$ cat src/rtl/sub_arb_pkg.sv
// Shared definitions for the sub_arb_ctrl arbiter: op encoding, FSM states and
// the round-robin pick function.
package sub_arb_pkg;

    localparam int NREQ_DEFAULT = 4;
    localparam int RR_MAX       = 8;

    localparam logic OP_ADD = 1'b0;
    localparam logic OP_SUB = 1'b1;

    typedef enum logic [1:0] {
        ST_IDLE = 2'd0,
        ST_EXEC = 2'd1,
        ST_RESP = 2'd2
    } state_t;

    // One-hot grant for the first valid requester at or after ptr, wrapping at n.
    function automatic logic [RR_MAX-1:0] rr_pick(
        input logic [RR_MAX-1:0] valid,
        input int unsigned       ptr,
        input int unsigned       n
    );
        logic [RR_MAX-1:0] grant;
        logic              found;
        int unsigned       idx;
        grant = '0;
        found = 1'b0;
        for (int unsigned k = 0; k < RR_MAX; k++) begin
            idx = (ptr + k) % n;
            if (!found && (k < n) && valid[idx[2:0]]) begin
                grant[idx[2:0]] = 1'b1;
                found           = 1'b1;
            end
        end
        return grant;
    endfunction

endpackage

$ cat src/rtl/sub_arb_ctrl_addsub.sv
// Combinational 32-bit add/subtract; subtract is a + ~b + 1 so cout=1 means no borrow.
module addsub_unit
    import sub_arb_pkg::*;
(
    input  logic [31:0] a_i,
    input  logic [31:0] b_i,
    input  logic        op_i,
    output logic [31:0] sum_o,
    output logic        cout_o,
    output logic        ovf_o
);

    logic [31:0] b_eff;
    logic [32:0] full;

    assign b_eff  = (op_i == OP_SUB) ? ~b_i : b_i;
    assign full   = {1'b0, a_i} + {1'b0, b_eff} + {32'd0, op_i};
    assign sum_o  = full[31:0];
    assign cout_o = full[32];
    assign ovf_o  = (a_i[31] == b_eff[31]) && (sum_o[31] != a_i[31]);

endmodule

$ cat src/rtl/sub_arb_ctrl.sv
// Round-robin arbiter sharing one add/subtract unit among NREQ requesters.
// Define SUB_ARB_CTRL_OVF_EN to add the registered signed-overflow output rsp_ovf.
//   state   | meaning
//   ST_IDLE | granting the next requester, pointer-based round robin
//   ST_EXEC | latched operands through the adder, result captured
//   ST_RESP | result held; rsp_valid rises one cycle in, cleared on accept
module sub_arb_ctrl
    import sub_arb_pkg::*;
#(
    parameter  int NREQ       = NREQ_DEFAULT,
    parameter  int RR_EN_INIT = 0,
    localparam int IW         = $clog2(NREQ)
) (
    input  logic              clock,
    input  logic              clear,
    input  logic [NREQ-1:0]   req_valid,
    input  logic [NREQ-1:0]   req_op,
    input  logic [NREQ*32-1:0] req_a,
    input  logic [NREQ*32-1:0] req_b,
    output logic [NREQ-1:0]   req_ready,
    output logic              rsp_valid,
    input  logic              rsp_ready,
    output logic [IW-1:0]     rsp_id,
    output logic [31:0]       rsp_data,
`ifdef SUB_ARB_CTRL_OVF_EN
    output logic              rsp_ovf,
`endif
    output logic              rsp_cout
);

    state_t            st_q;
    logic [IW-1:0]     ptr_q, ptr_d, gnt_idx, id_q, rsp_id_q;
    logic              op_q, op_sel, rsp_valid_q, rsp_cout_q, alu_cout;
    logic [31:0]       a_q, b_q, a_sel, b_sel, rsp_data_q, alu_sum;
    logic [RR_MAX-1:0] valid_ext, gnt_ext;
    logic [NREQ-1:0]   gnt;
`ifdef SUB_ARB_CTRL_OVF_EN
    logic              alu_ovf, rsp_ovf_q;
`else
    logic              alu_ovf_unused;
`endif

    always_comb begin
        valid_ext             = '0;
        valid_ext[NREQ-1:0]   = req_valid;
        gnt_ext               = rr_pick(valid_ext, 32'(ptr_q), 32'(NREQ));
        gnt                   = (st_q == ST_IDLE && !clear) ? gnt_ext[NREQ-1:0] : '0;
        gnt_idx               = '0;
        op_sel                = OP_ADD;
        a_sel                 = '0;
        b_sel                 = '0;
        for (int i = 0; i < NREQ; i++) begin
            if (gnt[i]) begin
                gnt_idx = IW'(i);
                op_sel  = req_op[i];
                a_sel   = req_a[i*32 +: 32];
                b_sel   = req_b[i*32 +: 32];
            end
        end
        ptr_d = (int'(gnt_idx) == NREQ - 1) ? '0 : gnt_idx + IW'(1);
    end

    addsub_unit u_addsub (
        .a_i    (a_q),
        .b_i    (b_q),
        .op_i   (op_q),
        .sum_o  (alu_sum),
        .cout_o (alu_cout),
`ifdef SUB_ARB_CTRL_OVF_EN
        .ovf_o  (alu_ovf)
`else
        .ovf_o  (alu_ovf_unused)
`endif
    );

    always_ff @(posedge clock) begin
        if (clear) begin
            st_q        <= ST_IDLE;
            ptr_q       <= IW'(RR_EN_INIT);
            op_q        <= OP_ADD;
            a_q         <= '0;
            b_q         <= '0;
            id_q        <= '0;
            rsp_valid_q <= 1'b0;
            rsp_data_q  <= '0;
            rsp_cout_q  <= 1'b0;
            rsp_id_q    <= '0;
`ifdef SUB_ARB_CTRL_OVF_EN
            rsp_ovf_q   <= 1'b0;
`endif
        end else begin
            case (st_q)
                ST_IDLE: begin
                    if (|gnt) begin
                        op_q  <= op_sel;
                        a_q   <= a_sel;
                        b_q   <= b_sel;
                        id_q  <= gnt_idx;
                        ptr_q <= ptr_d;
                        st_q  <= ST_EXEC;
                    end
                end
                ST_EXEC: begin
                    rsp_data_q <= alu_sum;
                    rsp_cout_q <= alu_cout;
                    rsp_id_q   <= id_q;
`ifdef SUB_ARB_CTRL_OVF_EN
                    rsp_ovf_q  <= alu_ovf;
`endif
                    st_q       <= ST_RESP;
                end
                ST_RESP: begin
                    if (!rsp_valid_q) begin
                        rsp_valid_q <= 1'b1;
                    end else if (rsp_ready) begin
                        rsp_valid_q <= 1'b0;
                        st_q        <= ST_IDLE;
                    end
                end
                default: st_q <= ST_IDLE;
            endcase
        end
    end

    assign req_ready = gnt;
    assign rsp_valid = rsp_valid_q;
    assign rsp_id    = rsp_id_q;
    assign rsp_data  = rsp_data_q;
    assign rsp_cout  = rsp_cout_q;
`ifdef SUB_ARB_CTRL_OVF_EN
    assign rsp_ovf   = rsp_ovf_q;
`endif

endmodule

$ cat config.mk
export PLATFORM = sky130hd
export DESIGN_NAME = sub_arb_ctrl
export DESIGN_NICKNAME = d
export VERILOG_FILES = /design/src/rtl/sub_arb_pkg.sv /design/src/rtl/sub_arb_ctrl_addsub.sv /design/src/rtl/sub_arb_ctrl.sv
export SDC_FILE = /design/constraint.sdc
export NUM_CORES = 1
export LEC_CHECK = 0
export CAP_MARGIN = 20
export CORE_MARGIN = 2
export CORE_UTILIZATION = 46
export DETAILED_ROUTE_END_ITERATION = 10
export PLACE_DENSITY = 0.81
export SETUP_SLACK_MARGIN = 0.02
export SYNTH_ARGS = -nofsm -noshare
export SYNTH_HDL_FRONTEND = slang
export SYNTH_HIERARCHICAL = 1
export SYNTH_SLANG_ARGS = --single-unit
export TNS_END_PERCENT = 5
$ cat constraint.sdc
create_clock -name clock -period 4.19 [get_ports clock]
set_input_delay 1.0475 -clock clock [delete_from_list [all_inputs] [get_ports clock]]
set_output_delay 1.0475 -clock clock [all_outputs]
set_load 0.005 [all_outputs]
After elaboration in Yosys (flattened, before gate mapping)
Cells that the tools add are included.
W data, S select, Z words.
Cells by class
  reduce and logical (&&, ||, !) cells: 16
  multiplexer cells: 47
  bitwise logic cells: 4
  add/sub/neg operators: 6
  equal/unequal tests: 6
  $lt $le $gt $ge: 8
Operators by type and width (number)
  $mux W32: 9
  $add A32 B32 Y33: 1
  $add A33 B1 Y33: 1
  $not A32 Y32: 1
  $mux W4: 5
  $mux W1: 18
  $lt A2 B4 Y1 const B: 4
  $mux W2: 6
  $or A4 B4 Y4: 3
  $bmux W1 S2: 4
  $demux W1 S2: 4
  $ge A2 B1 Y1 const B: 4
  $logic_and A1 B1 Y1: 8
  $pmux W2 S3: 1
  $add A2 B1 Y2 const B: 2
  $add A2 B2 Y2 const B: 2
  $eq A2 B1 Y1 const B: 2
  $logic_not A1 Y1: 4
  $ne A2 B2 Y1 const B: 2
  $reduce_or A4 Y1: 1
  $reduce_and A3 Y1: 1
  $eq A2 B2 Y1 const B: 1
  $logic_not A2 Y1: 1
  $ne A2 B1 Y1 const B: 1
  $reduce_and A2 Y1: 1
Word-level totals
  logic and storage cells: 97
  bits in registers: 107
  output and inout port bits: 40
  input port bits: 267

Logic depth before layout (Yosys ltp)
Gate-level depths: netlist of the first run.
  depth in word-level cells: 18
  gate-level depth with buffers: 15
  mapped depth without buffers: 13

Modules after synthesis
The synthesis of the first run kept the hierarchy.
Modules (own cells, without submodules)
  sub_arb_ctrl: cells each 762, instances 1, area an instance 6217.2 µm², sequential area each 2142.1 µm²
  addsub_unit: cells each 315, instances 1, area an instance 2232.1 µm², sequential area each 0.0 µm²

Worst setup path before layout of the first run
OpenSTA, ideal clock, no wires.
  path type: input to output
  start: input req_valid[1]
  end: output req_ready[3]
  data required time: 3.143 ns
  data arrival time: 2.844 ns
  buffers on the path: 2
  slack: 0.298 ns
  stages on the path: 6
  cell sequence: or3b_1 -> a2111oi_1 -> o21ai_1 -> a31oi_2 -> buf_2 -> buf_2
Between the ends
  longest elaborated chain between the ends: 13
  elaborated cells on any way between the ends: 25
  classes of those cells: mux: 16; bitwise: 3; reduce/logical: 6
Ends and longest elaborated chain
  start, declared: line sub_arb_ctrl.sv:16  | input logic [NREQ-1:0] req_valid,
  $bmux W1 S2: line sub_arb_pkg.sv:30  | if (!found && (k < n) && valid[idx[2:0]]) begin
  $mux W1 (implied by the code): line sub_arb_pkg.sv:30
  $mux W1: line sub_arb_pkg.sv:30
  $logic_not A1 Y1: line sub_arb_pkg.sv:30
  $logic_and A1 B1 Y1: line sub_arb_pkg.sv:30
  $mux W1: line sub_arb_pkg.sv:30
  $logic_not A1 Y1: line sub_arb_pkg.sv:30
  $logic_and A1 B1 Y1: line sub_arb_pkg.sv:30
  $mux W1: line sub_arb_pkg.sv:30
  $logic_not A1 Y1: line sub_arb_pkg.sv:30
  $logic_and A1 B1 Y1: line sub_arb_pkg.sv:30
  $mux W4 *: line sub_arb_pkg.sv:30
  $mux W4 *: line sub_arb_ctrl.sv:47  | gnt = (st_q == ST_IDLE && !clear) ? gnt_ext[NREQ-1:0] : '0;
  end, declared: line sub_arb_ctrl.sv:20  | output logic [NREQ-1:0] req_ready,
Every way passes the cells marked *; elsewhere a longest branch is shown, timed or not. The select of a mux whose other input is x is not followed.

Worst setup path after layout of the first run
  start: input req_valid[3]
  end: output req_ready[2]
Same word-level chain as after synthesis.

==> run_results.csv, run 1 <==
group,metric,value,unit
placed_design,post-place-ws,-0.277,ns
sta,drv_slew,0,
critical_path,crit_arrival,3.12,ns
clocking,cts_buffers,9,
sta,finalSetupViolations,0,
synth,yosys_warnings,6,
worst_hold_path,holdCritPathClass,"flop to flop",
critical_path,worst_setup_path_start_kind,"input pin",
sta,max_freq,240,MHz
grt,overflow,0,
detailed_routing,drt.antenna.violating_nets,0,
clocking,postCtsHoldBufs,0,
clocking,clockBufferDepth,2,
die,die_area,19400,um2
placed_design,portBuffers,306,
layout,seq_area,2140,um2
placed_design,place.gp.congestion,0.949,
sta,finalWorstSetupSlack,0.0268,ns
synth,synth_nets,1380,
status,status,"finished, final reports clean",
critical_path,endpoint_kind,"output pin",
sta,slew_headroom,52.5,%
layout,fin_cells,1586,
synth,syn_avg_cell_area,7.85,um2
synth,synthCells,1074,
power,power.leakage,4.59,nW
detailed_routing,drc,0,
critical_path,critical_path.top_delay_family,"buffers and inverters",
layout,multi_input_area,5800,um2
die,rows,49,
grt,grt_pass1_vias,8973,
detailed_routing,via_per_inst,5.93,
sta,finClkSkew,0.00541,ns
power,power.total,8.60,mW
layout,fillCellCount,1532,
detailed_routing,drt_iter0_drc,666,
synth,syn_area,8430,um2
job,maxCapViolCount,0,
power,power_density,704,nW/um2
sta,finalCritPeriodShare,99.4,%
clocking,h-tree-depth,3,
sta,rsz0062_at_grt,"true",
grt,grt_first_pass_wirelength,47400,um
detailed_routing,drt_pass1_iterations,6,
critical_path,cp_slowest_cell,"mux4_2",
layout,drive_gt1_share,10.9,%
detailed_routing,routed_wl,30500,um
sta,period_minus_slack,4.16,ns
die,start_util,46.9,%
layout,synthToLayoutAreaGrowth,45.0,%
clocking,clkLatencyLatePin,0.36,ns
grt,grt_max_degree,96,
placed_design,place.detailed.hpwl,24000,um
grt,antenna_found_initial,2,
critical_path,required,3.14,ns
grt,grt_usage,30.4,%
power,peakVddDrop,0.569,mV
die,core,18000,um2
sta,worstMarginPinSlew,0.712,ns
die,chipHeight,139,um
clocking,cts_tree,"built",
die,ioPinCount,307,
sta,hold_ws,0.455,ns
layout,fin_nets,1656,
critical_path,cp_slowest_stage_delay,0.55,ns
placed_design,dp_cells,1565,
critical_path,critical_path_buf_inv_count,5,
die,dieWidth,139,um
clocking,cts_sinks,107,
detailed_routing,wl_per_cell,19.2,um
clocking,clockRootBuffer,"clkbuf_16",
critical_path,crit_fanout,8,
critical_path,worstPathCellList,"clkdlybuf4s50_1 > buf_4 > mux4_2 > a21oi_2 > a21oi_1 > buf_4 > o31ai_4 > inv_2 > dlygate4sd2_1",
sta,finalHoldViolCount,0,
critical_path,crit_type,"input pin to output pin",
clocking,clk_pin_slew_worst_paths,0.07,ns
detailed_routing,vias,9409,
critical_path,crit_top_cell,"buf_4",
## final cells by class
type	instances	area share, %
antenna	2	0.0410
clock buffer	11	2.07
clock inverter	5	0.492
inverter	21	0.666
multi-input combinational	851	47.5
sequential	107	17.5
tap	229	2.35
timing repair buffer	360	29.4
## cell usage in the layout (no fill, tap or decap), drive strengths merged, types with 47 or more instances in the layout
cell type,n
a311oi,48
clkdlybuf4s50,298
a211o,47
nor2,123
a21oi,97
dfxtp,107
nand2,158
a32oi,47
buf,55
nand3,48
## tightest hold or removal path: stages (launching register included)
cell	delay, ns
dfxtp_1	0.31
nand2_1	0.05
a21oi_1	0.05
## sequential cells by signal, indices dropped and copies added (netlist names), 2 cells and up
signal and count:
a_q 32, b_q 32, rsp_data 32, id_q 2
ptr_q 2, rsp_id 2, st_q 2
## through the flow
| stage | utilization, % | TNS [ns] | instance area [um2] |
|---|---|---|---|
| after floorplan | - | 0 | 8430 |
| after global placement | 65.7 | -8.57 | 11800 |
| after detailed placement | 66.0 | -12.98 | 11900 |
| after CTS | 67.9 | 0 | 12200 |
| after global routing | 68.0 | -0.0415 | 12200 |
| final | 68.0 | 0 | 12200 |
## worst paths after layout
kind	slack, ns	cells after the start	end	from
max	0.03	9	req_ready[2]	req_valid[3]
min reg2reg	0.45	2	rsp_data[12]	rsp_data[12]
min	0.45	2	rsp_data[12]	rsp_data[12]
max reg2reg	0.52	11	b_q[10]	ptr_q[0]
## per-layer routing
metal	global-route usage [%]	share of wire, %
met5	0	0
met2	49.6	46
met1	39.6	43
met3	6.64	7.3
met4	11.1	3.3
## timing repair
item                                    CTS  global route
pin swaps                                 1             0
cloned                                    0             0
endpoints found under the setup margin    4            39
gates resized for setup                  11             3
buffers inserted                          3             0
## where the power goes
group,switching [mW],internal [mW]
sequential,0.266,1.39
combinational,3.46,2.59
clock,0.398,0.499
total,4.13,4.47
Note: power is estimated with default switching activity, not from simulation.
==> run 2: changes to the inputs <==
--- a/config.mk
+++ b/config.mk
@@ -7,9 +7,9 @@
 export LEC_CHECK = 0
 export CAP_MARGIN = 20
 export CORE_MARGIN = 2
-export CORE_UTILIZATION = 46
+export CORE_UTILIZATION = 50
 export DETAILED_ROUTE_END_ITERATION = 10
-export PLACE_DENSITY = 0.81
+export PLACE_DENSITY = 0.87
 export SETUP_SLACK_MARGIN = 0.02
 export SYNTH_ARGS = -nofsm -noshare
 export SYNTH_HDL_FRONTEND = slang
==> constraint.sdc (replaced) <==
create_clock -name clock -period 5.35 [get_ports clock]
set_input_delay 1.3375 -clock clock [delete_from_list [all_inputs] [get_ports clock]]
set_output_delay 1.3375 -clock clock [all_outputs]
set_load 0.005 [all_outputs]
==> run_results.csv, run 2 (synthesis gave the netlist of run 1 again) <==
group,metric,value,unit
status,status,"finished, final reports clean",
placed_design,place.detailed.hpwl,21400,um
sta,drv_slew,0,
critical_path,worstPathCellList,"clkdlybuf4s50_1 > or3b_1 > a2111oi_1 > buf_4 > o21a_1 > o31ai_4 > inv_2 > clkdlybuf4s50_1",
power,power.leakage,4.37,nW
detailed_routing,drt_pass1_iterations,6,
die,start_util,51.0,%
job,maxCapViolCount,0,
clocking,h-tree-depth,3,
placed_design,place.gp.congestion,0.904,
layout,layout_commonest_cell,"clkdlybuf4s50_1",
grt,grtUsageMet3,3.93,%
power,power_density,538,nW/um2
grt,grt_usage,30.9,%
clocking,clkLatencyLatePin,0.36,ns
clocking,postCtsHoldBufs,0,
grt,grt_first_pass_wirelength,44400,um
detailed_routing,via_per_inst,5.93,
placed_design,dp_cells,1522,
die,core,16500,um2
clocking,clk_pin_slew_worst_paths,0.07,ns
power,peakVddDrop,0.290,mV
sta,rsz0062_at_grt,"false",
critical_path,worst_setup_path_start_kind,"input pin",
sta,finalHoldViolCount,0,
sta,final.setup.tns,0,ns
grt,grt_pass1_vias,8326,
layout,multi_input_area,5780,um2
layout,seq_area,2140,um2
clocking,cts_setup_buffers,0,
layout,fillCellCount,1338,
die,chipHeight,134,um
sta,max_freq,195,MHz
layout,layout_common_cells,"305 x clkdlybuf4s50_1, 156 x nand2_1, 121 x nor2_1",
clocking,cts_sinks,107,
sta,finalWorstSetupSlack,0.222,ns
critical_path,cp_slowest_cell,"clkdlybuf4s50_1",
grt,grt_max_degree,96,
layout,fin_cells,1540,
grt,grtUsageMet2,51.5,%
sta,period_minus_slack,5.13,ns
sta,slew_headroom,38.0,%
sta,finalSetupViolations,0,
critical_path,endpoint_kind,"output pin",
layout,post-route-util,71.8,%
sta,finClkSkew,0.00648,ns
grt,groute.layer.met1.usage,42.4,%
die,die_area,17900,um2
critical_path,required,4.01,ns
critical_path,crit_fanout,9,
clocking,clockRootBuffer,"clkbuf_16",
critical_path,crit_arrival,3.79,ns
detailed_routing,drc,0,
layout,fin_nets,1620,
layout,synthToLayoutAreaGrowth,40.8,%
clocking,clockBufferDepth,2,
die,dieWidth,134,um
detailed_routing,wl_per_cell,18.3,um
clocking,cts.repair.resized,0,
critical_path,reg2reg_setup_slack,0.98,ns
placed_design,portBuffers,306,
placed_design,post-place-ws,0.258,ns
grt,overflow,0,
sta,worstMarginPinSlew,0.930,ns
layout,drive_gt1_share,8.11,%
detailed_routing,vias,9129,
die,rows,47,
power,power.total,6.38,mW
grt,busiest_layer,"met2",
die,ioPinCount,307,
detailed_routing,routed_wl,28300,um
sta,finalCritPeriodShare,95.8,%
worst_hold_path,holdCritPathClass,"flop to flop",
critical_path,crit_type,"input pin to output pin",
detailed_routing,drt_iter0_drc,789,
grt,antenna_found_initial,1,
clocking,cts_buffers,9,
detailed_routing,drt.antenna.violating_nets,0,
critical_path,crit_top_cell,"clkdlybuf4s50_1",
critical_path,cp_slowest_stage_delay,0.62,ns
clocking,cts_tree,"built",
[run 2: final timing paths]
path / endpoint / cells past startpoint / from
setup / recovery: req_ready[2] / 8 / req_valid[3]
hold / removal: rsp_data[28] / 2 / rsp_data[28]
setup reg to reg: a_q[27] / 11 / ptr_q[0]
hold reg to reg: rsp_data[28] / 2 / rsp_data[28]
[run 2: worst max-delay path, delay by kind of cell]
family	cells	cell delay (ns)
buf+inv	4	1.41
simple gates	1	0.38
compound gates	3	0.67
[run 2: metal layers]
| layer | routed length, um | part of all wire [%] | up-vias |
|---|---|---|---|
| li1 | - | - | 4441 |
| met1 | 12500 | 44 | 4284 |
| met2 | 13300 | 47 | 356 |
| met3 | 1740 | 6.2 | 48 |
| met4 | 697 | 2.5 | 0 |
| met5 | 0 | 0 | - |
[run 2: where the power goes]
group          leakage (nW)  switching, mW  internal, mW
logic                  3.34           2.51          1.79
clock network         0.159          0.310         0.436
registers             0.876          0.255          1.08
[run 2: through the flow]
stage / hold WS, ns / area [um2]
finish: 0.453 / 11900
global route: 0.473 / 11900
CTS: 0.457 / 11800
detailed placement: 0.447 / 11500
global placement: 0.442 / 11500
floorplan: 0.432 / 8430
[run 2: final cells by class]
class                           count  area share [%]
Sequential cell                   107            18.1
Inverter                           21           0.685
Clock buffer                       12            2.16
Clock inverter                      4           0.611
Timing Repair Buffer              324            27.4
Multi-Input combinational cell    851            48.7
Tap cell                          220            2.32
Antenna cell                        1          0.0211
==> run 3: changes to the inputs <==
--- a/config.mk
+++ b/config.mk
@@ -6,9 +6,10 @@
 export NUM_CORES = 1
 export LEC_CHECK = 0
 export CAP_MARGIN = 20
-export CORE_MARGIN = 2
+export CORE_MARGIN = 4
 export CORE_UTILIZATION = 50
 export DETAILED_ROUTE_END_ITERATION = 10
+export MAX_ROUTING_LAYER = met4
 export PLACE_DENSITY = 0.87
 export SETUP_SLACK_MARGIN = 0.02
 export SYNTH_ARGS = -nofsm -noshare
==> run_results.csv, run 3 (synthesis gave the netlist of run 1 again) <==
group,metric,value,unit
status,status,"finished, final reports clean",
sta,slew_headroom,38.1,%
sta,finalHoldViolCount,0,
worst_hold_path,holdCritPathClass,"flop to flop",
critical_path,critical_path_buf_inv_count,3,
grt,grt_pass1_vias,8337,
placed_design,portBuffers,306,
critical_path,crit_arrival,3.82,ns
clocking,cts.repair.resized,0,
layout,layout_common_cells,"305 x clkdlybuf4s50_1, 156 x nand2_1, 121 x nor2_1",
worst_hold_path,holdPathEnd,"rsp_data[5]",
critical_path,r2r-end,"a_q[0]",
detailed_routing,via_per_inst,5.90,
power,power_density,533,nW/um2
clocking,clkLatencyLatePin,0.36,ns
grt,antenna_found_initial,2,
clocking,postCtsHoldBufs,0,
sta,drv_slew,0,
grt,overflow,0,
worst_hold_path,min-delay-start,"rsp_data[5]",
die,die_area,19000,um2
clocking,clockBufferDepth,2,
detailed_routing,wl_per_cell,18.6,um
die,ioPinCount,307,
sta,finClkSkew,0.0125,ns
critical_path,cp_slowest_cell,"clkdlybuf4s50_1",
critical_path,crit_top_cell,"clkdlybuf4s50_1",
layout,drive_gt1_share,8.11,%
placed_design,place.gp.congestion,0.943,
clocking,cts_tree,"built",
critical_path,critical_path.top_delay_family,"buffers and inverters",
critical_path,required,4.01,ns
clocking,clockRootBuffer,"clkbuf_16",
detailed_routing,vias,9085,
sta,finalWorstSetupSlack,0.194,ns
detailed_routing,drt_iter0_drc,705,
detailed_routing,drt.antenna.violating_nets,0,
detailed_routing,drt_pass1_iterations,5,
critical_path,crit_type,"input pin to output pin",
critical_path,cp_slowest_stage_delay,0.63,ns
sta,worstMarginPinSlew,0.929,ns
die,rows,47,
critical_path,endpoint_kind,"output pin",
grt,grt_first_pass_wirelength,43500,um
grt,grt_usage,30.1,%
die,chipHeight,138,um
critical_path,reg2reg_setup_slack,1.08,ns
clocking,cts_setup_buffers,0,
job,maxCapViolCount,0,
sta,max_freq,194,MHz
placed_design,post-place-ws,0.202,ns
critical_path,reg2regPathDepth,11,
clocking,h-tree-depth,3,
critical_path,rr_startpoint,"ptr_q[0]",
critical_path,worstPathCellList,"clkdlybuf4s50_1 > or3b_1 > a2111oi_1 > buf_4 > o21ai_1 > a31oi_4 > clkdlybuf4s50_1",
placed_design,place.detailed.hpwl,22600,um
die,dieWidth,138,um
clocking,cts_sinks,107,
layout,synthToLayoutAreaGrowth,40.1,%
clocking,clk_pin_slew_worst_paths,0.07,ns
detailed_routing,drc,0,
critical_path,worst_setup_path_start_kind,"input pin",
detailed_routing,routed_wl,28600,um
power,power.leakage,4.35,nW
sta,finalCritPeriodShare,96.4,%
sta,period_minus_slack,5.16,ns
clocking,cts_buffers,9,
grt,grt_max_degree,96,
power,peakVddDrop,0.262,mV
critical_path,crit_fanout,9,
die,start_util,51.0,%
layout,fin_nets,1620,
die,core,16500,um2
layout,layout_commonest_cell,"clkdlybuf4s50_1",
worst_hold_path,holdPathStages,2,
sta,final.setup.tns,0,ns
sta,rsz0062_at_grt,"false",
sta,finalSetupViolations,0,
run 3: power breakdown:
part | internal, mW | switching, mW | total [mW]
Combinational | 1.80 | 2.50 | 4.30
Sequential | 1.08 | 0.253 | 1.34
Clock | 0.336 | 0.323 | 0.659
run 3: stage by stage:
| stage | util [%] | total power, mW | cells | hold slack, ns | instance area (um2) |
|---|---|---|---|---|---|
| 2_1_floorplan | - | 4.42 | 1074 | 0.432 | 8430 |
| 3_3_place_gp | 69.5 | 5.50 | 1521 | 0.443 | 11500 |
| 3_5_place_dp | 69.6 | 5.58 | 1522 | 0.446 | 11500 |
| 4_1_cts | 71.3 | 6.26 | 1538 | 0.456 | 11800 |
| 5_1_grt | 71.5 | 6.78 | 1541 | 0.470 | 11800 |
| 6_report | 71.5 | 6.30 | 1541 | 0.454 | 11800 |
run 3: cell type report:
class,count,area (um2)
multi-input cells,851,5780
fillers,1331,4720
repair buffers,324,3240
flip-flops and latches,107,2140
well taps,220,275
clock buffers,11,243
inverters,21,81.3
clock inverters,5,43.8
diodes,2,5.00
run 3: worst reg2reg max path: stages, from the launching register on:
cell       delay [ns]
dfxtp_1          0.55
inv_1            0.25
ha_1             0.40
or3b_1           0.38
a2111oi_1        0.40
buf_4            0.21
o21ai_1          0.11
a31oi_4          0.16
buf_4            0.63
buf_4            0.63
nand2_1          0.16
a311oi_2         0.31
run 3: worst max-delay path by stage:
stage | slack, ns | start | to | cells past startpoint
finish | 0.19 | req_valid[3] | req_ready[3] | 7
global route | 0.09 | req_valid[3] | req_ready[3] | 7
CTS | 0.20 | req_valid[3] | req_ready[3] | 7
detailed placement | 0.20 | req_valid[3] | req_ready[3] | 7
global placement | 0.28 | req_valid[2] | req_ready[3] | 7
floorplan | 0.88 | req_valid[1] | req_ready[3] | 6
run 3: metal layers:
layer / wire length, um / share of wire (%) / vias to the layer above / global-route usage (%)
li1: - / - / 4455 / -
met1: 12400 / 43 / 4183 / 40.0
met2: 13300 / 46 / 381 / 46.1
met3: 1950 / 6.8 / 66 / 4.57
met4: 988 / 3.5 / 0 / 11.7
met5: 0 / 0 / - / -
